--- src/rtl/ff_pkg.sv ---
// Shared types and next-state logic for the ff_bank flip-flop primitive.
// ff_next is the single definition of per-bit JK / D / T / SR behaviour.
package ff_pkg;

    typedef enum logic [1:0] {
        MODE_JK = 2'b00,
        MODE_D  = 2'b01,
        MODE_T  = 2'b10,
        MODE_SR = 2'b11
    } mode_e;

    // True when an SR cell sees S=R=1; that bit holds and the error flag is raised.
    function automatic logic sr_illegal(input mode_e mode, input logic a, input logic b);
        return (mode == MODE_SR) && a && b;
    endfunction

    function automatic logic ff_next(input mode_e mode, input logic a,
                                     input logic b, input logic q);
        logic nxt;
        nxt = q;
        case (mode)
            MODE_JK: begin
                case ({a, b})
                    2'b01:   nxt = 1'b0;
                    2'b10:   nxt = 1'b1;
                    2'b11:   nxt = ~q;
                    default: nxt = q;
                endcase
            end
            MODE_D:  nxt = a;
            MODE_T:  nxt = q ^ a;
            MODE_SR: begin
                case ({a, b})
                    2'b10:   nxt = 1'b1;
                    2'b01:   nxt = 1'b0;
                    default: nxt = q;
                endcase
            end
            default: nxt = q;
        endcase
        return nxt;
    endfunction

endpackage

--- src/rtl/ff_cell.sv ---
// One storage bit: registered q, one-cycle change pulse and a combinational
// SR-illegal indication for the bank-level sticky error.
module ff_cell
    import ff_pkg::*;
#(
    parameter logic RESET_BIT = 1'b0
) (
    input  logic  clk,
    input  logic  rst,
    input  logic  en,
    input  mode_e mode,
    input  logic  a,
    input  logic  b,
    output logic  q,
    output logic  changed,
    output logic  illegal
);

    logic next_q;

    always_comb begin
        next_q = q;
        if (en) begin
            next_q = ff_next(mode, a, b, q);
        end
    end

    assign illegal = sr_illegal(mode, a, b);

    // changed is computed from the same next_q, so the pulse lands with the new value.
    always_ff @(posedge clk or posedge rst) begin
        if (rst) begin
            q       <= RESET_BIT;
            changed <= 1'b0;
        end else begin
            q       <= next_q;
            changed <= next_q ^ q;
        end
    end

endmodule

--- src/rtl/ff_bank.sv ---
// Bank of WIDTH independent flip-flops sharing clock, enable and mode,
// with per-bit change pulses and a sticky SR-illegal error flag.
module ff_bank
    import ff_pkg::*;
#(
    parameter int               WIDTH     = 8,
    parameter logic [WIDTH-1:0] RESET_VAL = '0
) (
    input  logic             clk,
    input  logic             rst,
    input  logic             en,
    input  logic [1:0]       mode,
    input  logic [WIDTH-1:0] a,
    input  logic [WIDTH-1:0] b,
    input  logic             err_clr,
    output logic [WIDTH-1:0] q,
    output logic [WIDTH-1:0] q_bar,
    output logic [WIDTH-1:0] changed,
    output logic             sr_err
);

    mode_e            mode_sel;
    logic [WIDTH-1:0] illegal;
    logic             err_set;

    assign mode_sel = mode_e'(mode);

    for (genvar i = 0; i < WIDTH; i++) begin : g_cell
        ff_cell #(
            .RESET_BIT (RESET_VAL[i])
        ) u_cell (
            .clk     (clk),
            .rst     (rst),
            .en      (en),
            .mode    (mode_sel),
            .a       (a[i]),
            .b       (b[i]),
            .q       (q[i]),
            .changed (changed[i]),
            .illegal (illegal[i])
        );
    end

    assign q_bar   = ~q;
    assign err_set = en && (|illegal);

    // Set has priority so an error on the clearing edge is never lost.
    always_ff @(posedge clk or posedge rst) begin
        if (rst) begin
            sr_err <= 1'b0;
        end else if (err_set) begin
            sr_err <= 1'b1;
        end else if (err_clr) begin
            sr_err <= 1'b0;
        end
    end

endmodule
--- config.mk ---
export PLATFORM = sky130hd
export DESIGN_NAME = ff_bank
export DESIGN_NICKNAME = d
export VERILOG_FILES = /design/src/rtl/ff_pkg.sv /design/src/rtl/ff_cell.sv /design/src/rtl/ff_bank.sv
export SDC_FILE = /design/constraint.sdc
export NUM_CORES = 1
export LEC_CHECK = 0
export CORE_MARGIN = 3
export CORE_UTILIZATION = 50
export CTS_BUF_LIST = sky130_fd_sc_hd__clkbuf_8
export CTS_CLUSTER_SIZE = 40
export DETAILED_ROUTE_END_ITERATION = 10
export PLACE_DENSITY = 0.86
export SLEW_MARGIN = 20
export SYNTH_ARGS = -nofsm -noshare
export SYNTH_HDL_FRONTEND = slang
export SYNTH_SLANG_ARGS = --single-unit
export TNS_END_PERCENT = 5
--- constraint.sdc ---
create_clock -name clk -period 2.9 [get_ports clk]
set_input_delay 0.435 -clock clk [delete_from_list [all_inputs] [get_ports clk]]
set_output_delay 0.435 -clock clk [all_outputs]
set_load 0.03 [all_outputs]
# ---- Word-level counts from Yosys, hierarchy flattened
# Index checks and enable logic that the tools add are counted.
dict set report totals {
  output_inout_bits 25
  regBits 17
  inputBits 22
  wordCells 123
}
dict set report classes {
  bitwise 25
  eq_ne 27
  muxes 34
  n_reduce_logical 20
}
# cell count
set op_table {}
lappend op_table {{2-bit equality test (second input constant)} 18}
lappend op_table {{1-bit one-hot mux with 4 select lines} 8}
lappend op_table {{1-bit one-hot mux with 3 select lines} 8}
lappend op_table {{2-bit by 1-bit equality test with 1-bit output (second input constant)} 9}
lappend op_table {{1-bit logical AND} 17}
lappend op_table {{1-bit one-hot mux with 2 select lines} 8}
lappend op_table {{1-bit XOR} 16}
lappend op_table {{1-bit 2-to-1 mux} 10}
lappend op_table {{1-bit inverter} 8}
lappend op_table {{8-bit inverter} 1}
lappend op_table {{8-bit OR reduction} 1}
lappend op_table {{2-bit logical NOT} 1}
lappend op_table {{2-bit nonzero test} 1}

# ---- Logic depth before layout (Yosys ltp)
# Gate-level depths: netlist of the first run.
dict set report logic_depth {
  depth_word 6
  ltp_mapped 6
  ltp_nobuf 6
}

# ---- Cells and area by module
# From an unflattened synthesis of the first run, not the netlist that was laid out.
dict set report unflattened {
  cells_unflattened 159
  area_unflattened_um2 1358.8
}
# module cells_per_inst seq_area_each_um2 n_inst area_each_um2
set modules_own_cells {}
lappend modules_own_cells {ff_cell 18 50.0 8 158.9}
lappend modules_own_cells {ff_bank 15 25.0 1 87.6}

# ---- Worst setup path before layout of the first run
# No wires, ideal clock.
dict set report synth_path {
  path_type {input to register}
  from {input port b[0]}
  to {register g_cell[0].u_cell.changed}
  arrival_time_ns 1.490
  n_path_buf 0
  setup_time_ns 0.119
  path_stages 6
  path_slack_ns 1.291
  t_required_ns 2.781
  path_cell_list {inv_1 > ha_1 > nor2b_1 > a221o_1 > a31oi_1 > a21bo_1}
}
dict set report synth_between {
  elab_chain_cells 5
  word_cells_on_any_way 8
  cone_classes {eq/ne (3); mux (4); bitwise (1)}
}
# element line
set synth_rtl {}
lappend synth_rtl {{from (decl)} ff_bank.sv:14} ;# input logic [WIDTH-1:0] b,
lappend synth_rtl {{2-bit equality test (tied with other cells)} ff_pkg.sv:23} ;# case ({a, b})
lappend synth_rtl {{1-bit one-hot mux with 3 select lines or 1-bit one-hot mux with 2 select lines (tied branches)} {ff_pkg.sv:23, ff_pkg.sv:33}}
lappend synth_rtl {{1-bit one-hot mux with 4 select lines *} ff_pkg.sv:21} ;# case (mode)
lappend synth_rtl {{1-bit 2-to-1 mux *} ff_cell.sv:23} ;# if (en) begin
lappend synth_rtl {{1-bit XOR *} ff_cell.sv:37} ;# changed <= next_q ^ q;
lappend synth_rtl {{to (signal assigned)} ff_cell.sv:37}
lappend synth_rtl {{to (decl)} ff_cell.sv:15} ;# output logic changed,
# Every way passes the cells marked *; elsewhere a longest branch is shown, timed or not.
# A chain may end at the register's enable or synchronous reset.

# ---- Worst setup path after layout of the first run
dict set report layout_path {
  from {register g_cell[2].u_cell.q}
  to {output port q_bar[2]}
}
dict set report layout_between {
  elab_chain_cells 1
}
# element line
set layout_rtl {}
lappend layout_rtl {{from (decl)} ff_cell.sv:14} ;# output logic q,
lappend layout_rtl {{from (signal assigned)} ff_cell.sv:36} ;# q <= next_q;
lappend layout_rtl {{8-bit inverter} ff_bank.sv:44} ;# assign q_bar = ~q;
lappend layout_rtl {{to (decl)} ff_bank.sv:17} ;# output logic [WIDTH-1:0] q_bar,
# No other way between the ends.

==> results of run 1 <==
## synth_stat cells (all sizes together)
library cell  number  area, um2
a211o              1       8.76
a21bo              1       10.0
a21oi             14       70.1
a221o              1       10.0
a221oi             5       43.8
a22o               1       8.76
a22oi              7       52.6
a31oi              7       43.8
a32o               1       10.0
a32oi              1       8.76
and2               1       8.76
and4               1       8.76
buf               27        184
clkbuf             7       26.3
dfrtp             17        425
ha                 8        100
inv               21       78.8
mux2               1       11.3
mux2i              8       80.1
nand2              3       11.3
nand2b             8       50.1
nand4              1       6.26
nor2              15       56.3
nor2b              1       6.26
nor3               3       15.0
nor4bb             1       10.0
o2111ai            5       43.8
o211ai             8       60.1
o21a               3       22.5
o21ai             16       80.1
o221ai             2       17.5
o31ai              3       22.5
o32ai              5       43.8
or3                5       31.3
xnor2              5       43.8
## where the power goes
part | total (mW) | switching (mW) | internal, mW
clock | 0.175 | 0.0815 | 0.0939
combinational | 0.506 | 0.282 | 0.224
sequential | 0.324 | 0.0515 | 0.273
total | 1.01 | 0.415 | 0.591
## worst max-delay path: cells and delay by family, from the launching register on
kind,cells,cell delay (ps)
buffers and inverters,2,860
flip-flops,1,450
## per-layer routing
metal  part of all wire (%)  track usage, %  vias up
li1                       -               -      810
met1                     44            25.4      791
met2                     50            34.8       71
met3                    5.9            2.77        5
met4                   0.92            5.80        0
met5                      0               0        -
## flip-flops by register name, indices dropped and copies added (netlist names)
name                   cells
g_cell.u_cell.q            8
sr_err                     1
g_cell.u_cell.changed      8
## final timing paths
check / startpoint / endpoint / slack [ps] / cells after the start
max in group asynchronous: rst / g_cell[2].u_cell.changed / 1890 / 2
worst max-delay path: g_cell[2].u_cell.q / q_bar[2] / 910 / 2
worst max register to register: g_cell[0].u_cell.q / g_cell[0].u_cell.changed / 1560 / 4
worst min register to register: sr_err / sr_err / 530 / 1
min in group asynchronous: rst / g_cell[7].u_cell.q / 590 / 2
worst min-delay path: sr_err / sr_err / 530 / 1
## cells by family (layout without fill, tap and decap cells)
family,after synthesis,in the layout,share of synthesized area [%]
adder cells (fa/ha/maj),8,8,5.85
multiplexers,9,9,5.34
flip-flops,17,17,24.9
XOR/XNOR,5,5,2.56
AND/OR/NAND/NOR,39,39,11.9
AO/OA/AOI/OAI,81,81,32.6
buffers and inverters,55,75,16.9
## cell usage in the layout (no fill, tap or decap), types with 2 or more instances in the layout
cell type                         synthesis  layout
sky130_fd_sc_hd__clkdlybuf4s50_1          0      46
sky130_fd_sc_hd__inv_1                   21      22
sky130_fd_sc_hd__dfrtp_1                 17      17
sky130_fd_sc_hd__nor2_1                  15      15
sky130_fd_sc_hd__o21ai_0                 15      15
sky130_fd_sc_hd__a21oi_1                 14      14
sky130_fd_sc_hd__o211ai_1                 8       8
sky130_fd_sc_hd__nand2b_1                 8       8
sky130_fd_sc_hd__mux2i_1                  8       8
sky130_fd_sc_hd__ha_1                     8       8
sky130_fd_sc_hd__a31oi_1                  7       7
sky130_fd_sc_hd__a22oi_1                  7       7
sky130_fd_sc_hd__o2111ai_1                5       5
sky130_fd_sc_hd__o32ai_1                  5       5
sky130_fd_sc_hd__a221oi_1                 5       5
sky130_fd_sc_hd__xnor2_1                  5       5
sky130_fd_sc_hd__or3_1                    5       5
sky130_fd_sc_hd__buf_4                   17       4
sky130_fd_sc_hd__nor3_1                   3       3
sky130_fd_sc_hd__nand2_1                  3       3
sky130_fd_sc_hd__o31ai_1                  3       3
sky130_fd_sc_hd__o21a_1                   3       3
sky130_fd_sc_hd__clkbuf_8                 0       3
sky130_fd_sc_hd__o221ai_1                 2       2
## final cells by class
type,count,area [um2],area share [%]
clock inverter,1,3.75,0.180
timing repair buffer,50,490,23.5
inverter,21,78.8,3.77
multi-input combinational,142,996,47.6
clock buffer,3,41.3,1.97
sequential,17,425,20.3
tap,44,55.1,2.63
==> flow_summary.toml, run 1 <==
[sta]
max_clock_freq_mhz = 501
worst_slew_pin_slew_ps = 670
slew_viol_final = 0
final.min_clock_period_ps = 1990
min_period_over_period_pct = 68.8
totalNegativeSetupSlack_ps = 0
setup_slack_ps = 905
timing.hold.ws_ps = 530
skew_ps = 0.325
finalHoldViolCount = 0
rsz0062_at_grt = "no"
max-slew-margin-rel_pct = 55.3
setup_violations = 0

[finish]
num_antenna_cells = 0
stdcell_area_um2 = 2090
final_util_pct = 66.3
num-fill-cells = 267
layoutNonFillerInstCount = 278
final_net_count = 265
syn_to_final_growth_pct = 22.2
fraction_of_final_layout_cells_sized_beyond_drive_strength_1_pct = 3.85

[cts]
cts.sink_count = 17
root_buffer = "sky130_fd_sc_hd__clkbuf_8"
cts_inserted_buffers = 3
post_cts_resize_count = 0
htree_levels = 1
tritoncts = "done"
clk_pin_slew_worst_paths_ps = 70
cts.hold.buffers_added = 0
post_cts.repair.setup_buffers = 0
clock_insertion_delay_worst_skew_ps = 250
clock_path_buffers = 2

[routing]
drt-wirelength-per-cell_um = 14.8
routed_wirelength_um = 4130
post-route-drc-count = 0
detailed_routing_iterations_pass_1 = 4
drt-vias-per-instance = 6.03
detail_route.iter0.violations = 85
detailroute.via_count = 1677
postRouteAntennaNets = 0

[global_routing]
grt_pass1_vias = 1535
grt.overflow.total = 0
grt_max_degree = 24
wire_length_of_the_first_global_routing_pass_um = 6740
gr-usage-all-layers_pct = 19.9
number_of_antenna_violations_at_the_first_check_in_global_routing = 0

[place]
gp_congestion = 0.848
pre_cts_slack_ps = 669
place.detailed.hpwl_um = 3040
buffer_ports.inserted = 46
placed_area_um2 = 2050
dp_cells = 274

[worst_setup_path]
crit_type = "reg2out"
setup.worst_path.start_class = "flop"
crit_path_max_fanout = 7
worstPathArrival_ps = 1560
timing.critical_path.to_type = "output port"
worst_path_max_delay_cell = "sky130_fd_sc_hd__clkdlybuf4s50_1"
crit_path_cell_trace = "inv_1, clkdlybuf4s50_1"
cp_data_required_time_ps = 2470
critical-path-max-stage-delay_ps = 700

[run_status]
outcome = "completed"

[power_and_ir_drop]
total_power_mw = 1.01
ir_worst_vdd_uv = 221
total_leakage_power_nw = 0.880
pwr_density_cell_nw_per_um2 = 481

[logic_synthesis]
post_synth_num_cell_types = 38
seq_area_frac_synth_pct = 24.9
yosysWarningCount = 0
synthCells = 214
synth.net_count = 244
synthesis.area_um2 = 1710
synth_seq_cells = 17
synth.avg_cell_area_um2 = 7.99

[die]
die_area_um2 = 4160
start_util_pct = 54.2
core_um2 = 3150
die_width_um = 64.5
top_level_ports = 47
floorplan.rows = 20
height_of_the_chip_um = 64.5

[min_path]
holdCritPathClass = "reg2reg"

[run]
max_cap_violations = 0
Note: power is estimated with default switching activity, not from simulation.
==> inputs of run 2 (changes only) <==
--- a/config.mk
+++ b/config.mk
@@ -6,11 +6,11 @@
 export NUM_CORES = 1
 export LEC_CHECK = 0
 export CORE_MARGIN = 3
-export CORE_UTILIZATION = 50
+export CORE_UTILIZATION = 45
 export CTS_BUF_LIST = sky130_fd_sc_hd__clkbuf_8
 export CTS_CLUSTER_SIZE = 40
 export DETAILED_ROUTE_END_ITERATION = 10
-export PLACE_DENSITY = 0.86
+export PLACE_DENSITY = 0.82
 export SLEW_MARGIN = 20
 export SYNTH_ARGS = -nofsm -noshare
 export SYNTH_HDL_FRONTEND = slang
==> constraint.sdc (replaced) <==
create_clock -name clk -period 1.7 [get_ports clk]
set_input_delay 0.255 -clock clk [delete_from_list [all_inputs] [get_ports clk]]
set_output_delay 0.255 -clock clk [all_outputs]
set_load 0.03 [all_outputs]
==> flow_summary.toml, run 2 (synthesis results as in run 1) <==
[run_status]
outcome = "completed"

[cts]
root_buffer = "sky130_fd_sc_hd__clkbuf_8"
cts_inserted_buffers = 3
cts.sink_count = 17
clock_insertion_delay_worst_skew_ps = 250
post_cts.repair.setup_buffers = 0
clk_pin_slew_worst_paths_ps = 70
clock_path_buffers = 2
tritoncts = "done"
htree_levels = 1

[finish]
final_net_count = 297
layoutNonFillerInstCount = 312
mostFrequentLayoutCells = "39 x sky130_fd_sc_hd__clkdlybuf4s50_1, 33 x sky130_fd_sc_hd__buf_4, 22 x sky130_fd_sc_hd__inv_1"
fraction_of_final_layout_cells_sized_beyond_drive_strength_1_pct = 15.4
num_antenna_cells = 0
final_util_pct = 67.8
stdcell_area_um2 = 2370
syn_to_final_growth_pct = 38.5
layout.cells.most_common = "sky130_fd_sc_hd__clkdlybuf4s50_1"
reg.largest.list = "g_cell.u_cell.changed (8), g_cell.u_cell.q (8), sr_err (1)"

[sta]
skew_ps = 1.91
final.min_clock_period_ps = 1670
finalHoldViolCount = 0
slew_viol_final = 0
setup_violations = 0
min_period_over_period_pct = 98.2
max_clock_freq_mhz = 599
rsz0062_at_grt = "yes"
max-slew-margin-rel_pct = 78.7
worst_slew_pin_slew_ps = 319
setup_slack_ps = 30.4
totalNegativeSetupSlack_ps = 0

[routing]
routed_wirelength_um = 4190
topRoutingLayerUsed = "met4"
drt-vias-per-instance = 5.57
detailroute.wirelength.met3_um = 261
routed-wl-met2_um = 1960
detail_route.iter0.violations = 123
drt-wirelength-per-cell_um = 13.4
detailroute.via_count = 1737
post-route-drc-count = 0
wl_met1_um = 1940
detailed_routing_iterations_pass_1 = 5
postRouteAntennaNets = 0

[min_path]
holdCritPathClass = "in2async"

[die]
die_width_um = 67.7
die_area_um2 = 4580
core_um2 = 3490
height_of_the_chip_um = 67.7
floorplan.rows = 21
top_level_ports = 47
start_util_pct = 48.9

[place]
gp_congestion = 0.828
place.detailed.hpwl_um = 3050
dp_cells = 308
buffer_ports.inserted = 46
placed_area_um2 = 2310
pre_cts_slack_ps = -311

[global_routing]
gr-usage-all-layers_pct = 19.2
number_of_antenna_violations_at_the_first_check_in_global_routing = 0
grt_pass1_vias = 1589
grt_max_degree = 24
wire_length_of_the_first_global_routing_pass_um = 6930
grt.overflow.total = 0

[power_and_ir_drop]
total_leakage_power_nw = 1.09
pwr_density_cell_nw_per_um2 = 760
ir_worst_vdd_uv = 295

[worst_setup_path]
reg2reg_setup_slack_ps = 380
crit_start = "b[0]"
crit_path_max_fanout = 3
timing.critical_path.to_type = "flop"
timing.rr.start = "g_cell[0].u_cell.q"
cp_data_required_time_ps = 1850
setup.worst_path.start_class = "input port"
worstPathArrival_ps = 1810
crit_type = "in2reg"

[run]
max_cap_violations = 0
run 2: through the flow:
| stage | hold slack (ps) | power [mW] |
|---|---|---|
| after floorplan | 181 | 1.18 |
| after global placement | 478 | 1.50 |
| after detailed placement | 483 | 1.52 |
| after CTS | 322 | 1.81 |
| after global routing | 342 | 1.92 |
| final | 311 | 1.80 |
run 2: layout make-up:
type                       instances  area (um2)
clock buffer                       3        41.3
clock inverter                     1        3.75
fill                             294        1130
sequential                        17         425
timing repair buffer              82         766
multi-input combinational        142         996
tap                               46        57.6
inverter                          21        78.8
run 2: per-layer routing:
| metal | up-vias | GRT usage [%] |
|---|---|---|
| met4 | 0 | 6.33 |
| met3 | 5 | 1.83 |
| met1 | 793 | 25.8 |
| met5 | - | 0 |
| met2 | 65 | 32.1 |
| li1 | 874 | - |
run 2: power breakdown:
group          internal, mW  switching (mW)  leakage, nW
clock network         0.160           0.145       0.0269
registers             0.465          0.0460        0.207
logic                 0.453           0.531        0.855
total                  1.08           0.722         1.09
run 2: what timing repair did:
action	in CTS	in global routing
hold buffers	0	0
resized for setup	3	5
setup endpoints to repair	4	6
pin swaps	1	1
run 2: worst paths after layout:
path | to | cells past startpoint
max | g_cell[0].u_cell.changed | 7
min | g_cell[7].u_cell.changed | 3
max reg2reg | g_cell[0].u_cell.changed | 4
min reg2reg | sr_err | 1
max in group asynchronous | g_cell[6].u_cell.q | 3
min in group clk | sr_err | 1
run 2: worst max-delay path: stages:
cell	delay, ps
sky130_fd_sc_hd__clkdlybuf4s50_1	480
sky130_fd_sc_hd__inv_1	50
sky130_fd_sc_hd__ha_1	280
sky130_fd_sc_hd__nor2b_1	50
sky130_fd_sc_hd__a221o_1	340
sky130_fd_sc_hd__a31oi_1	140
sky130_fd_sc_hd__a21bo_1	220
==> inputs of run 3 (changes only) <==
--- a/config.mk
+++ b/config.mk
@@ -5,12 +5,13 @@
 export SDC_FILE = /design/constraint.sdc
 export NUM_CORES = 1
 export LEC_CHECK = 0
-export CORE_MARGIN = 3
 export CORE_UTILIZATION = 45
 export CTS_BUF_LIST = sky130_fd_sc_hd__clkbuf_8
 export CTS_CLUSTER_SIZE = 40
 export DETAILED_ROUTE_END_ITERATION = 10
+export GPL_TIMING_DRIVEN = 0
 export PLACE_DENSITY = 0.82
+export SKIP_CTS_REPAIR_TIMING = 1
 export SLEW_MARGIN = 20
 export SYNTH_ARGS = -nofsm -noshare
 export SYNTH_HDL_FRONTEND = slang
==> flow_summary.toml, run 3 (synthesis results as in run 1) <==
[run_status]
outcome = "finished with violations"
violations = "negative setup slack"

[sta]
max-slew-margin-rel_pct = 51.0
finalHoldViolCount = 0
final.min_clock_period_ps = 1770
rsz0062_at_grt = "yes"
timing.hold.ws_ps = 432
setup_violations = 1
slew_viol_final = 0
min_period_over_period_pct = 104
worst_slew_pin_slew_ps = 735
max_clock_freq_mhz = 566
skew_ps = 1.36
setup_slack_ps = -66.7

[min_path]
holdCritPathClass = "in2async"

[cts]
clock_insertion_delay_worst_skew_ps = 250
cts_inserted_buffers = 3
root_buffer = "sky130_fd_sc_hd__clkbuf_8"
htree_levels = 1
cts.sink_count = 17
clk_pin_slew_worst_paths_ps = 70
tritoncts = "done"
clock_path_buffers = 2

[finish]
multi_input_comb_area_um2 = 1010
num_antenna_cells = 0
area.sequential_um2 = 425
final_util_pct = 63.0
mostFrequentLayoutCells = "29 x sky130_fd_sc_hd__clkdlybuf4s50_1, 22 x sky130_fd_sc_hd__inv_1, 20 x sky130_fd_sc_hd__buf_4"
fraction_of_final_layout_cells_sized_beyond_drive_strength_1_pct = 14.4
num-fill-cells = 343
final_net_count = 294
layout.cells.most_common = "sky130_fd_sc_hd__clkdlybuf4s50_1"
stdcell_area_um2 = 2310
syn_to_final_growth_pct = 34.8
layoutNonFillerInstCount = 311
reg.largest.list = "g_cell.u_cell.changed (8), g_cell.u_cell.q (8), sr_err (1)"

[routing]
drt-wirelength-per-cell_um = 14.6
post-route-drc-count = 0
detailroute.via_count = 1817
drt-vias-per-instance = 5.84
routed_wirelength_um = 4560
postRouteAntennaNets = 0
detail_route.iter0.violations = 115
detailed_routing_iterations_pass_1 = 5

[place]
placed_area_um2 = 2220
gp_congestion = 0.868
buffer_ports.inserted = 45
place.detailed.hpwl_um = 3220
pre_cts_slack_ps = -347
dp_cells = 307

[worst_setup_path]
timing.critical_path.to_type = "flop"
crit_path_max_fanout = 4
timing.rr.start = "g_cell[4].u_cell.q"
crit_type = "in2reg"
worst_reg_to_reg_path_cell_count = 5
reg2reg_setup_slack_ps = 330
setup.worst_path.start_class = "input port"
worstPathArrival_ps = 1920
cp_data_required_time_ps = 1850
regToRegEndpoint = "g_cell[4].u_cell.q"

[die]
start_util_pct = 46.7
height_of_the_chip_um = 63.7
core_um2 = 3660
floorplan.rows = 22
die_area_um2 = 4050
die_width_um = 63.7
top_level_ports = 47

[global_routing]
gr-usage-all-layers_pct = 22.6
wire_length_of_the_first_global_routing_pass_um = 7330
grt_pass1_vias = 1604
number_of_antenna_violations_at_the_first_check_in_global_routing = 0
grt_max_degree = 18
grt.overflow.total = 0

[run]
max_cap_violations = 0

[power_and_ir_drop]
ir_worst_vdd_uv = 317
total_leakage_power_nw = 1.13
pwr_density_cell_nw_per_um2 = 791
[run 3: changes by cell type in the layout (fill, tap and decap cells not counted)]
cell,before,now
sky130_fd_sc_hd__clkdlybuf4s50_1,39,29
sky130_fd_sc_hd__dlygate4sd2_1,3,0
sky130_fd_sc_hd__clkbuf_1,0,5
sky130_fd_sc_hd__buf_2,0,9
sky130_fd_sc_hd__ha_4,0,1
sky130_fd_sc_hd__dlymetal6s2s_1,4,13
sky130_fd_sc_hd__buf_4,33,20
sky130_fd_sc_hd__ha_1,8,7
sky130_fd_sc_hd__buf_12,2,0
sky130_fd_sc_hd__clkbuf_2,0,2
[run 3: worst max-delay path by stage]
stage	end	slack, ps	cells after the start	startpoint
floorplan	g_cell[0].u_cell.changed	270	6	b[0]
global placement	g_cell[0].u_cell.changed	-320	6	a[0]
detailed placement	g_cell[0].u_cell.changed	-350	6	a[0]
CTS	q_bar[3]	-180	3	g_cell[3].u_cell.q
global route	g_cell[0].u_cell.changed	-170	7	b[0]
finish	g_cell[0].u_cell.changed	-70	7	b[0]
[run 3: power by group]
part           total (mW)  internal [mW]  switching (mW)  leakage (nW)
clock               0.306          0.160           0.146        0.0269
combinational        1.01          0.460           0.550         0.896
sequential          0.507          0.465          0.0423         0.207
total                1.82           1.09           0.738          1.13
[run 3: metrics by stage]
stage                     TNS, ps  power, mW
after CTS                   -1020       1.84
after detailed placement    -2800       1.53
after floorplan                 0       1.18
after global routing         -258       1.93
after global placement      -2460       1.51
final                       -66.7       1.82
[run 3: final cells by class]
cell class                 instances  share of cell area [%]
multi-input combinational        142                    43.7
timing repair buffer              45                    20.6
sequential                        17                    18.4
buffer                            34                    9.22
inverter                          21                    3.42
tap                               48                    2.60
clock buffer                       3                    1.79
clock inverter                     1                   0.163
[run 3: critical path: stages]
cell and delay, ps:
sky130_fd_sc_hd__clkdlybuf4s50_1 510, sky130_fd_sc_hd__inv_1 60, sky130_fd_sc_hd__ha_1 290, sky130_fd_sc_hd__nor2b_1 50, sky130_fd_sc_hd__a221o_1 390, sky130_fd_sc_hd__a31oi_1 160, sky130_fd_sc_hd__a21bo_1 200
[run 3: routing by layer]
layer  vias to the layer above  share of wire [%]  global-route usage [%]  routed length [um]
li1                        870                  -                       -                   -
met1                       856                 44                    29.0                1990
met3                         8                7.0                    3.26                 317
met4                         0                1.4                    9.66                  63
met5                         -                  0                       0                   0
met2                        83                 48                    37.2                2190
